`src/rtl/seq_det_ctrl.sv`:
```
// -----------------------------------------------------------------------------
// seq_det_ctrl
// Frame controller for a serial sequence detector. Takes a parallel word on a
// valid/ready port, shifts it MSB-first onto det_x, samples the detector output
// det_y once per bit, and reports a per-frame hit count and OR-ed hit mask
// followed by a one-cycle done pulse.
//
// Optional feature macro: SEQ_DET_CTRL_FRAME_CLR_EN
//   defined     : each accepted word first spends one CLR cycle holding det_rst
//                 high, so every frame starts from a clean detector (+1 cycle).
//   not defined : no CLR state; detector history carries across frames.
//
// Ports
//   clk       in   1       clock, rising edge
//   rst       in   1       asynchronous active-low reset
//   in_valid  in   1       word available
//   in_ready  out  1       controller can accept (IDLE only)
//   in_data   in   WORD_W  word to serialize, MSB first
//   det_rst   out  1       active-high detector reset
//   det_x     out  1       serial bit to detector
//   det_y     in   Y_W     detector output (1-cycle latency behind det_x)
//   busy      out  1       high in every state except IDLE
//   done      out  1       one-cycle pulse, frame results valid
//   hit_cnt   out  CNT_W   saturating count of samples with det_y != 0
//   hit_mask  out  Y_W     OR of all det_y samples in the frame
// -----------------------------------------------------------------------------
module seq_det_ctrl #(
    parameter int unsigned WORD_W = 8,
    parameter int unsigned Y_W    = 4,
    parameter int unsigned CNT_W  = 4
) (
    input  logic              clk,
    input  logic              rst,
    input  logic              in_valid,
    output logic              in_ready,
    input  logic [WORD_W-1:0] in_data,
    output logic              det_rst,
    output logic              det_x,
    input  logic [Y_W-1:0]    det_y,
    output logic              busy,
    output logic              done,
    output logic [CNT_W-1:0]  hit_cnt,
    output logic [Y_W-1:0]    hit_mask
);

    localparam int unsigned BIT_W = (WORD_W > 1) ? $clog2(WORD_W) : 1;
    localparam logic [BIT_W-1:0] LAST_BIT = BIT_W'(WORD_W - 1);
    localparam logic [CNT_W-1:0] CNT_MAX  = '1;

    typedef enum logic [2:0] {
        S_IDLE  = 3'd0,
`ifdef SEQ_DET_CTRL_FRAME_CLR_EN
        S_CLR   = 3'd1,
`endif
        S_SHIFT = 3'd2,
        S_DRAIN = 3'd3,
        S_DONE  = 3'd4
    } state_t;

    state_t             state_q, state_d;

    logic [WORD_W-1:0]  shreg_q, shreg_d;
    logic [BIT_W-1:0]   bitcnt_q, bitcnt_d;
    logic [CNT_W-1:0]   hit_cnt_q, hit_cnt_d;
    logic [Y_W-1:0]     hit_mask_q, hit_mask_d;
    logic               det_x_q, det_x_d;
    logic               det_rst_q, det_rst_d;
    logic               done_q, done_d;
    logic               busy_q, busy_d;
    logic               in_ready_q, in_ready_d;

    logic               accept_c;
    logic               sample_c;

    // Handshake completes only in IDLE while ready is advertised
    assign accept_c = (state_q == S_IDLE) && in_valid && in_ready_q;

    // State register
    always_ff @(posedge clk or negedge rst) begin
        if (!rst) begin
            state_q <= S_IDLE;
        end else begin
            state_q <= state_d;
        end
    end

    // Next-state logic
    always_comb begin
        state_d = state_q;
        case (state_q)
            S_IDLE: begin
                if (accept_c) begin
`ifdef SEQ_DET_CTRL_FRAME_CLR_EN
                    state_d = S_CLR;
`else
                    state_d = S_SHIFT;
`endif
                end
            end
`ifdef SEQ_DET_CTRL_FRAME_CLR_EN
            S_CLR:   state_d = S_SHIFT;
`endif
            S_SHIFT: begin
                if (bitcnt_q == LAST_BIT) begin
                    state_d = S_DRAIN;
                end
            end
            S_DRAIN: state_d = S_DONE;
            S_DONE:  state_d = S_IDLE;
            default: state_d = S_IDLE;
        endcase
    end

    // Output and datapath next values; every output is registered from these
    always_comb begin
        shreg_d    = shreg_q;
        bitcnt_d   = bitcnt_q;
        hit_cnt_d  = hit_cnt_q;
        hit_mask_d = hit_mask_q;
        det_x_d    = 1'b0;
        sample_c   = 1'b0;

        case (state_q)
            S_IDLE: begin
                if (accept_c) begin
                    shreg_d    = in_data;
                    bitcnt_d   = '0;
                    hit_cnt_d  = '0;
                    hit_mask_d = '0;
`ifndef SEQ_DET_CTRL_FRAME_CLR_EN
                    det_x_d    = in_data[WORD_W-1];
`endif
                end
            end
`ifdef SEQ_DET_CTRL_FRAME_CLR_EN
            // Detector held in reset this cycle; MSB goes out next
            S_CLR: begin
                det_x_d = shreg_q[WORD_W-1];
            end
`endif
            // shreg_q MSB is the bit on det_x now, so the next bit sits below it.
            // det_y in SHIFT bit 0 still reflects the previous frame: skip it.
            S_SHIFT: begin
                sample_c = (bitcnt_q != '0);
                shreg_d  = shreg_q << 1;
                bitcnt_d = bitcnt_q + BIT_W'(1);
                if (bitcnt_q != LAST_BIT) begin
                    det_x_d = shreg_q[WORD_W-2];
                end
            end
            // Collect the detector response to the last bit
            S_DRAIN: begin
                sample_c = 1'b1;
            end
            default: ;
        endcase

        if (sample_c) begin
            if ((det_y != '0) && (hit_cnt_q != CNT_MAX)) begin
                hit_cnt_d = hit_cnt_q + CNT_W'(1);
            end
            hit_mask_d = hit_mask_q | det_y;
        end
    end

    // Status flags follow the state being entered so they line up with it
    always_comb begin
        in_ready_d = (state_d == S_IDLE);
        busy_d     = (state_d != S_IDLE);
        done_d     = (state_d == S_DONE);
`ifdef SEQ_DET_CTRL_FRAME_CLR_EN
        det_rst_d  = (state_d == S_CLR);
`else
        det_rst_d  = 1'b0;
`endif
    end

    // Datapath and output registers
    always_ff @(posedge clk or negedge rst) begin
        if (!rst) begin
            shreg_q    <= '0;
            bitcnt_q   <= '0;
            hit_cnt_q  <= '0;
            hit_mask_q <= '0;
            det_x_q    <= 1'b0;
            det_rst_q  <= 1'b1;
            done_q     <= 1'b0;
            busy_q     <= 1'b0;
            in_ready_q <= 1'b1;
        end else begin
            shreg_q    <= shreg_d;
            bitcnt_q   <= bitcnt_d;
            hit_cnt_q  <= hit_cnt_d;
            hit_mask_q <= hit_mask_d;
            det_x_q    <= det_x_d;
            det_rst_q  <= det_rst_d;
            done_q     <= done_d;
            busy_q     <= busy_d;
            in_ready_q <= in_ready_d;
        end
    end

    assign in_ready = in_ready_q;
    assign det_rst  = det_rst_q;
    assign det_x    = det_x_q;
    assign busy     = busy_q;
    assign done     = done_q;
    assign hit_cnt  = hit_cnt_q;
    assign hit_mask = hit_mask_q;

endmodule

```
`config.mk`:
```
export PLATFORM = sky130hd
export DESIGN_NAME = seq_det_ctrl
export DESIGN_NICKNAME = d
export VERILOG_FILES = /design/src/rtl/seq_det_ctrl.sv
export SDC_FILE = /design/constraint.sdc
export NUM_CORES = 1
export LEC_CHECK = 0
export ABC_AREA = 1
export CAP_MARGIN = 20
export CELL_PAD_IN_SITES_DETAIL_PLACEMENT = 1
export CELL_PAD_IN_SITES_GLOBAL_PLACEMENT = 1
export CORE_ASPECT_RATIO = 1.5
export CORE_MARGIN = 8
export CORE_UTILIZATION = 37
export DETAILED_ROUTE_END_ITERATION = 16
export PLACE_DENSITY = 0.75
export SLEW_MARGIN = 25
export SYNTH_ARGS = -nofsm -noshare
export SYNTH_HDL_FRONTEND = slang
export SYNTH_SLANG_ARGS = --single-unit
```
`constraint.sdc`:
```
create_clock -name clk -period 1.6 [get_ports clk]
set_input_delay 0.16 -clock clk [delete_from_list [all_inputs] [get_ports clk]]
set_output_delay 0.16 -clock clk [all_outputs]
set_load 0.1 [all_outputs]
```
======== Word-level counts from Yosys, hierarchy flattened ========
Index checks and enable logic that the tools add are counted.
storage, ports and cells
  flip-flop bits (word level) ............. 26
  bits of input ports ..................... 15
  output and inout port bits .............. 13
  word-level logic and storage cells ...... 51
operators by class
  add/subtract/negate cells ............... 2
  eq/ne operators ......................... 7
  multiplexer cells ....................... 18
  bitwise operators ....................... 1
  reduce and logical (&&, ||, !) cells .... 13
operators with widths
  cell                                                                    count
  4-bit 2-to-1 mux                                                        7
  7-bit case mux with 2 select lines                                      1
  3-bit 2-to-1 mux                                                        3
  3-bit case mux with 3 select lines                                      1
  7-bit 2-to-1 mux                                                        1
  3-bit by 2-bit equality test with 1-bit output (second input constant)  2
  3-bit equality test (second input constant)                             2
  3-bit logical NOT                                                       2
  3-bit case mux with 2 select lines                                      1
  2-bit nonzero test                                                      3
  3-bit nonzero test                                                      2
  4-bit by 1-bit adder with 4-bit output (second input constant)          1
  4-bit inequality test (second input constant)                           1
  4-bit bitwise OR                                                        1
  1-bit case mux with 2 select lines                                      2
  2-bit AND reduction                                                     2
  4-bit nonzero test                                                      1
  3-bit by 1-bit adder with 3-bit output (second input constant)          1
  1-bit logical AND                                                       3
  3-bit inequality test (second input constant)                           1
  1-bit 2-to-1 mux                                                        2
  2-bit inequality test (second input constant)                           1

======== Longest topological paths before layout ========
Gate-level depths: netlist of run 1.
  word-level depth ........................ 7
  gate-level depth with buffers ........... 8
  depth with buffers taken out ............ 8

======== Least setup slack after synthesis of run 1 ========
Ideal clock, no wire load.
  path type ............................... reg2reg
  start point ............................. register hit_cnt_q[0], in the netlist hit_cnt[0]
  end point ............................... register hit_cnt_q[3], in the netlist hit_cnt[3]
  arrival ................................. 1.678 ns
  setup slack ............................. -0.195 ns
  cell stages (with the launch flop) ...... 7
  buffers on the path ..................... 0
  cell sequence ........................... dfrtp_1 > ha_1 > nand3_1 > nand2_1 > nor2_4 > nor2_1 > nor2_1
on the way
  longest elaborated chain between the ends .. 4
  elaborated cells on any way between the ends .. 5
RTL lines
  what                                                                                            RTL line  text
  start, declared                                                                                 64        logic [CNT_W-1:0] hit_cnt_q, hit_cnt_d;
  start signal, assigned                                                                          193       hit_cnt_q <= hit_cnt_d;
  parallel branches: the longest is 2 deep, another holds 4-bit by 1-bit adder with 4-bit output  n/a
  4-bit 2-to-1 mux *                                                                              159       if ((det_y != '0) && (hit_cnt_q != CNT_MAX)) begin
  4-bit 2-to-1 mux *                                                                              158       if (sample_c) begin
  via hit_cnt_d[3]                                                                                64
Mark *: on every way through the listed nets, which the timed path passes.
A chain may end at the register's enable or synchronous reset.

======== Final worst setup path of run 1 ========
Same ends and word-level chain as after synthesis.

==> results of run 1 <==
## sequential cells by signal, indices dropped and copies added, names as in the netlist
name      flops
hit_mask      4
hit_cnt       4
in_ready      1
det_x         1
bitcnt_q      3
state_q       3
done          1
det_rst       1
shreg_q       7
busy          1
## worst min-delay path by stage
| stage | cells after the start | slack [ps] | startpoint | to |
|---|---|---|---|---|
| finish | 2 | 260 | rst | bitcnt_q[2] |
| global route | 2 | 280 | rst | state_q[2] |
| CTS | 2 | 260 | rst | bitcnt_q[0] |
| detailed placement | 2 | 490 | shreg_q[2] | shreg_q[2] |
| global placement | 2 | 470 | shreg_q[0] | shreg_q[0] |
| floorplan | 0 | -140 | rst | bitcnt_q[0] |
## layout make-up
| class | count | area, sq um |
|---|---|---|
| Multi-Input combinational cell | 94 | 539.3 |
| Fill cell | 390 | 1582 |
| Timing Repair Buffer | 28 | 407.9 |
| Clock inverter | 1 | 30.03 |
| Tap cell | 42 | 52.55 |
| Clock buffer | 3 | 41.29 |
| Inverter | 20 | 75.07 |
| Sequential cell | 26 | 655.6 |
## cell usage in the layout, fill, tap and decap left out
cell type	n
sky130_fd_sc_hd__nor3_1	2
sky130_fd_sc_hd__o31ai_1	1
sky130_fd_sc_hd__dfrtp_1	22
sky130_fd_sc_hd__ha_1	4
sky130_fd_sc_hd__buf_12	13
sky130_fd_sc_hd__nand4_4	1
sky130_fd_sc_hd__nand3_1	3
sky130_fd_sc_hd__o21ai_1	7
sky130_fd_sc_hd__dfrtp_2	2
sky130_fd_sc_hd__clkbuf_8	3
sky130_fd_sc_hd__clkdlybuf4s50_1	14
sky130_fd_sc_hd__nor2_1	17
sky130_fd_sc_hd__nand2_1	34
sky130_fd_sc_hd__inv_1	16
sky130_fd_sc_hd__bufinv_16	1
sky130_fd_sc_hd__inv_2	4
sky130_fd_sc_hd__dfstp_2	2
sky130_fd_sc_hd__xor2_1	2
sky130_fd_sc_hd__nand2_4	3
sky130_fd_sc_hd__nand2_2	3
sky130_fd_sc_hd__conb_1	1
sky130_fd_sc_hd__o21ai_0	4
sky130_fd_sc_hd__o21ai_2	8
sky130_fd_sc_hd__nor2_4	4
sky130_fd_sc_hd__buf_4	1
## per-stage QoR
stage	cells	setup WS, ps	hold slack (ps)	area [sq um]	util
final	214	242.2	258.1	1802	0.5325
after global routing	214	143.1	277.9	1802	0.5325
after floorplan	142	32.11	-135.6	1301	-
after CTS	214	214.1	259.6	1802	0.5325
after detailed placement	210	165.6	495.0	1730	0.5115
after global placement	210	268.4	468.8	1730	0.5115
## kinds of logic (layout without fill, tap and decap cells)
group           after synthesis  count (layout)  synth area share
simple gates                 67              67            0.2582
flops                        26              26            0.5029
buf+inv                      22              52           0.08189
compound gates               20              20            0.1021
fa+ha+maj                     4               4           0.03854
xor+xnor                      2               2           0.01349
other cells                   1               1          0.002887
## worst max-delay path: cells and delay by family (launching register included)
family                   cells  cell delay, ps
adder cells (fa/ha/maj)      1             250
flip-flops                   1             470
AND/OR/NAND/NOR              5             570
## metal layers
metal,up-vias,track usage
met5,-,0
met4,0,0.06574
met3,7,0.02281
met2,22,0.2314
met1,486,0.1228
li1,497,-
==> out/results.md, run 1 <==
| Result | Value |
|:---|:---|
| Count of final max-slew check failures | 0 |
| Effective utilization at floorplan | 0.3839 |
| Critical Path End | hit_cnt[3] |
| Fraction of synthesized cell area taken by the top area cell type | 0.4624 |
| Wirelength per Cell | 15.00 um |
| Fraction of layout instances using a drive strength above 1 | 0.2616 |
| Share of synthesized flip-flops with an asynchronous set or reset | 1.000 |
| Number of buffer cells added on primary ports | 27 |
| Post-CTS Resized | 0 |
| Critical path type | flop to flop |
| Clock-pin transition on the worst setup and hold timing paths | 90 ps |
| Achievable Freq | 0.7365 GHz |
| Root Buffer | sky130_fd_sc_hd__clkbuf_8 |
| DRC violations left | 0 |
| Initial DRC count | 25 |
| RSZ-0062 raised after global routing | no |
| Maximum fanout count along the critical path | 6 |
| TritonCTS Buffers | 3 |
| Number of antenna cells inserted | 0 |
| Die Outline Area | 5701 sq um |
| Cell count after synthesis | 142 |
| Final clock skew | 5.701 ps |
| H-tree levels | 1 |
| Layout net count | 192 |
| Number of antenna-violating nets in the routed design | 0 |
| Clock tree from TritonCTS | done |
| Cell repeated most along the worst path | sky130_fd_sc_hd__nor2_1 |
| Number of flops mapped to enable cells by yosys | 0 |
| Floorplan die height | 88.56 um |
| Worst reg-to-reg setup slack | 240 ps |
| Largest incremental delay on the critical path | 470 ps |
| Largest net degree at the start of global routing | 27 |
| WL final | 3209 um |
| Run status | complete, no violations |
| Yosys top cell by area | sky130_fd_sc_hd__dfrtp_1 |
| Vias per inst | 4.729 |
| Residual overflow from global routing | 0 |
| GRT Total Usage | 0.1226 |
| Mean instance size in the synthesized netlist | 9.146 sq um |
| Worst endpoint data arrival time | 1570 ps |
| Kind of end point of the critical path | flop |
| Shortest clock period the worst path allows after layout | 1358 ps |
| Worst endpoint required time | 1810 ps |
| Post-CTS setup buffer count | 0 |
| Number of violations of the max-capacitance limit | 0 |
| Yosys reg bits | 26 |
| Startpoint Class | flop |
| Detailed-routing wirelength on met1 | 1154 um |
| Setup-failing EPs final | 0 |
| Number of detailed-route iterations in the first pass | 2 |
| I/O pin count | 28 |
| Synth area leaders | sky130_fd_sc_hd__dfrtp_1 46%, sky130_fd_sc_hd__nand2_1 9.8%, sky130_fd_sc_hd__o21ai_2 5.4% |
| Reg2reg start | hit_cnt[0] |
| Wire length of the first global-routing pass | 5451 um |
| Overall via count from detail_route | 1012 |
| Chip width | 64.38 um |
| Met3 wire len | 123 um |
| Final GP Congestion | 0.7759 |
| Cell with the most instances after synthesis | sky130_fd_sc_hd__nand2_1 |
| Library cell contributing the largest single delay on the critical path | sky130_fd_sc_hd__dfrtp_2 |
| Cell area after synthesis | 1299 sq um |
| Sequential share of the synthesized area | 0.5029 |
| CTS max path bufs | 2 |
| Flip-flop cell with the highest count after synthesis | sky130_fd_sc_hd__dfrtp_1 |
| Final hold vios | 0 |
| CTS hold repair buffers | 0 |
| End of the worst register-to-register path | hit_cnt[3] |
| Cell depth of the worst flop-to-flop path | 6 |
| Hpwl dp | 2536 um |
| Period utilisation layout | 0.8486 |
| Ordered list of cells on the worst path | ha_1 -> nand3_1 -> nand2_1 -> nor2_4 -> nor2_1 -> nor2_1 |
| Area growth from synthesis to layout | 38.73% |
| Row cnt | 26 |
| Launching element of the worst setup path | hit_cnt[0] |
| Top metal layer carrying routed signals | met4 |
| Clock network latency to the later pin of the worst-skew pair | 280 ps |
| Syn_nets | 161 |
| Class of the tightest hold or removal check | input port to asynchronous set/reset pin |
| Most numerous cell types in the synthesized netlist | 34 x sky130_fd_sc_hd__nand2_1, 24 x sky130_fd_sc_hd__dfrtp_1, 17 x sky130_fd_sc_hd__nor2_1 |
| Count of yosys warnings during synthesis | 0 |
| Core Region | 3383 sq um |
| Total clock sinks | 26 |
| Number of antenna violations at the first check in global routing | 0 |
| Number of global-route vias before repair | 1155 |
| Number of distinct standard cells referenced by the synthesized netlist | 21 |
| Length of routed met2 wiring | 1845 um |
| Setup total negative slack | 0 ps |
Power of run 1 is left out: the tool's default activity adds up to more than one toggle a clock period on the data nets, which glitch-free logic cannot reach.
==> run 2, diff against run 1 <==
==> constraint.sdc (replaced) <==
create_clock -name clk -period 1.3 [get_ports clk]
set_input_delay 0.13 -clock clk [delete_from_list [all_inputs] [get_ports clk]]
set_output_delay 0.13 -clock clk [all_outputs]
set_load 0.1 [all_outputs]
==> run 2 against run 1 <==
Utilization grew 4.6 points. Design area up 8.6%. Largest cell class unchanged. The run now ends with negative setup slack left. Clock-buffer cell count rose by 1. Sequential cell count unchanged. Worst setup slack got worse by 250 ps. Final cell count is 3.7% higher. Die area stayed put. Maximum frequency increased by 3.5%.
==> out/results.md, run 2 (synthesized netlist as in run 1, its figures left out) <==
| Result | Value | Change |
|:---|:---|:---|
| Total area of sequential cells | 666.9 sq um | +1.7% |
| Library cell contributing the largest single delay on the critical path | sky130_fd_sc_hd__dfrtp_1 |  |
| Startpoint Class | flop |  |
| Class of the tightest hold or removal check | input port to asynchronous set/reset pin |  |
| I/O pin count | 28 | unchanged |
| Largest net degree at the start of global routing | 27 | unchanged |
| Area occupied by multi-input gates | 618.1 sq um | +15% |
| Shortest clock period the worst path allows after layout | 1312 ps | -45.99 ps |
| Wire length of the first global-routing pass | 5885 um | +8.0% |
| Residual overflow from global routing | 0 | unchanged |
| Filler Cell Count | 383 | -1.8% |
| Period utilisation layout | 1.009 | +0.1605 |
| Dpl cells | 212 | +0.95% |
| Ordered list of cells on the worst path | ha_1 -> ha_1 -> o31ai_1 |  |
| Clock tree from TritonCTS | done |  |
| Family of cells with the greatest summed delay on the critical path | adder cells |  |
| Count of final max-slew check failures | 0 | unchanged |
| Number of antenna violations at the first check in global routing | 0 | unchanged |
| Root Buffer | sky130_fd_sc_hd__clkbuf_8 |  |
| Row cnt | 26 | unchanged |
| Number of global-route vias before repair | 1219 | +5.5% |
| Commonest non-fill, non-tap cell in the layout | sky130_fd_sc_hd__nand2_1 |  |
| Total clock sinks | 26 | unchanged |
| Vias per inst | 4.847 | +2.5% |
| Largest register FFs | 7 | unchanged |
| H-tree levels | 1 | unchanged |
| Number of violations of the max-capacitance limit | 0 | unchanged |
| DRC violations left | 0 | unchanged |
| Final GP Congestion | 0.7719 | -0.52% |
| Top library cells by usage in the layout, fill and taps aside | 30 x sky130_fd_sc_hd__nand2_1, 20 x sky130_fd_sc_hd__dfrtp_1, 15 x sky130_fd_sc_hd__inv_1, 15 x sky130_fd_sc_hd__nor2_1, 15 x sky130_fd_sc_hd__buf_12 |  |
| Hpwl dp | 2805 um | +11% |
| Chip width | 64.38 um | unchanged |
| Floorplan die height | 88.56 um | unchanged |
| Buffering stage count on the worst path with inverters included | 0 | unchanged |
| Setup slack after layout | -11.80 ps | -254.0 ps |
| Cell repeated most along the worst path | sky130_fd_sc_hd__ha_1 |  |
| Final hold vios | 0 | unchanged |
| Setup-failing EPs final | 4 | +4 |
| TritonCTS Buffers | 3 | unchanged |
| Number of antenna cells inserted | 0 | unchanged |
| Largest incremental delay on the critical path | 410 ps | -60 ps |
| Wirelength per Cell | 16.63 um | +11% |
| Initial DRC count | 9 | -64% |
| Effective utilization at floorplan | 0.3839 | unchanged |
| GRT Total Usage | 0.1324 | +0.009777 |
| Register with the most flip-flops | shreg_q |  |
| Final clock skew | 8.362 ps | +2.662 ps |
| Area growth from synthesis to layout | 50.67% |  |
| Critical path type | flop to flop |  |
| Achievable Freq | 0.7623 GHz | +3.5% |
| Final worst hold slack | 202.8 ps | -55.26 ps |
| Worst endpoint required time | 1450 ps | -360 ps |
| RSZ-0062 raised after global routing | yes |  |
| Worst endpoint data arrival time | 1460 ps | -110 ps |
| Layout Cells excl Fill | 222 | +3.7% |
| Violated checks | negative setup slack |  |
| Maximum fanout count along the critical path | 2 | -4 |
| Kind of end point of the critical path | flop |  |
| CTS max path bufs | 2 | unchanged |
| Fraction of layout instances using a drive strength above 1 | 0.3722 | +0.1106 |
| Layout net count | 200 | +4.2% |
| Number of detailed-route iterations in the first pass | 4 | +2 |
| Run status | finished, violations left |  |
| Number of antenna-violating nets in the routed design | 0 | unchanged |
| Die Outline Area | 5701 sq um | unchanged |
| WL final | 3692 um | +15% |
| Clock network latency to the later pin of the worst-skew pair | 280 ps | about the same |
| Post-place setup slack | -109.2 ps | -274.7 ps |
| Clock-pin transition on the worst setup and hold timing paths | 90 ps | about the same |
| Number of buffer cells added on primary ports | 27 | unchanged |
| Core Region | 3383 sq um | unchanged |
| Overall via count from detail_route | 1076 | +6.3% |
run 2: cell types whose count changed in the layout (fill, tap and decap cells not counted), moves of 3 or more:
| cell | before | now |
|---|---|---|
| sky130_fd_sc_hd__o21ai_2 | 8 | 11 |
| sky130_fd_sc_hd__nand2_1 | 34 | 30 |
| sky130_fd_sc_hd__o21ai_0 | 4 | 1 |
| sky130_fd_sc_hd__nand2_2 | 3 | 6 |
| sky130_fd_sc_hd__buf_4 | 1 | 6 |
run 2: repair_timing:
action | 4_1_cts | 5_1_grt
pin swaps | 6 | 6
resized for setup | 5 | 12
hold buffers | 0 | 0
setup endpoints to repair | 6 | 10
buffers inserted | 2 | 4
run 2: metal layers:
metal	track usage	up-vias	part of all wire	routed length, um
met5	0	-	0	0
met4	0.06773	0	0.039	143
met3	0.02155	11	0.028	104
met2	0.2568	27	0.60	2202
met1	0.1299	524	0.34	1241
li1	-	514	-	-
run 2: worst paths after layout:
check / from / end / slack (ps) / depth (start not counted)
min reg2reg: shreg_q[0] / shreg_q[0] / 510 / 2
min in group clk: in_data[0] / shreg_q[0] / 410 / 3
min: rst / done / 200 / 2
max: bitcnt_q[0] / det_x / -10 / 3
max in group asynchronous: rst / det_rst / 870 / 2
max reg2reg: bitcnt_q[0] / det_x / -10 / 3
run 2: per-stage QoR:
step	setup TNS [ps]	area (sq um)	utilization
3_5_place_dp	-549.1	1802	0.5325
4_1_cts	-2.368	1886	0.5573
3_3_place_gp	-68.98	1802	0.5325
5_1_grt	-499.9	1957	0.5784
2_1_floorplan	-793.5	1345	-
6_report	-28.63	1957	0.5784
run 2: final cells by class:
cell class | instances | share of cell area
inverters | 20 | 0.03964
clock buffers | 4 | 0.02302
repair buffers | 36 | 0.2538
multi-input cells | 94 | 0.3159
well taps | 42 | 0.02685
flip-flops and latches | 26 | 0.3408
Power of run 2 is left out for the same reason.
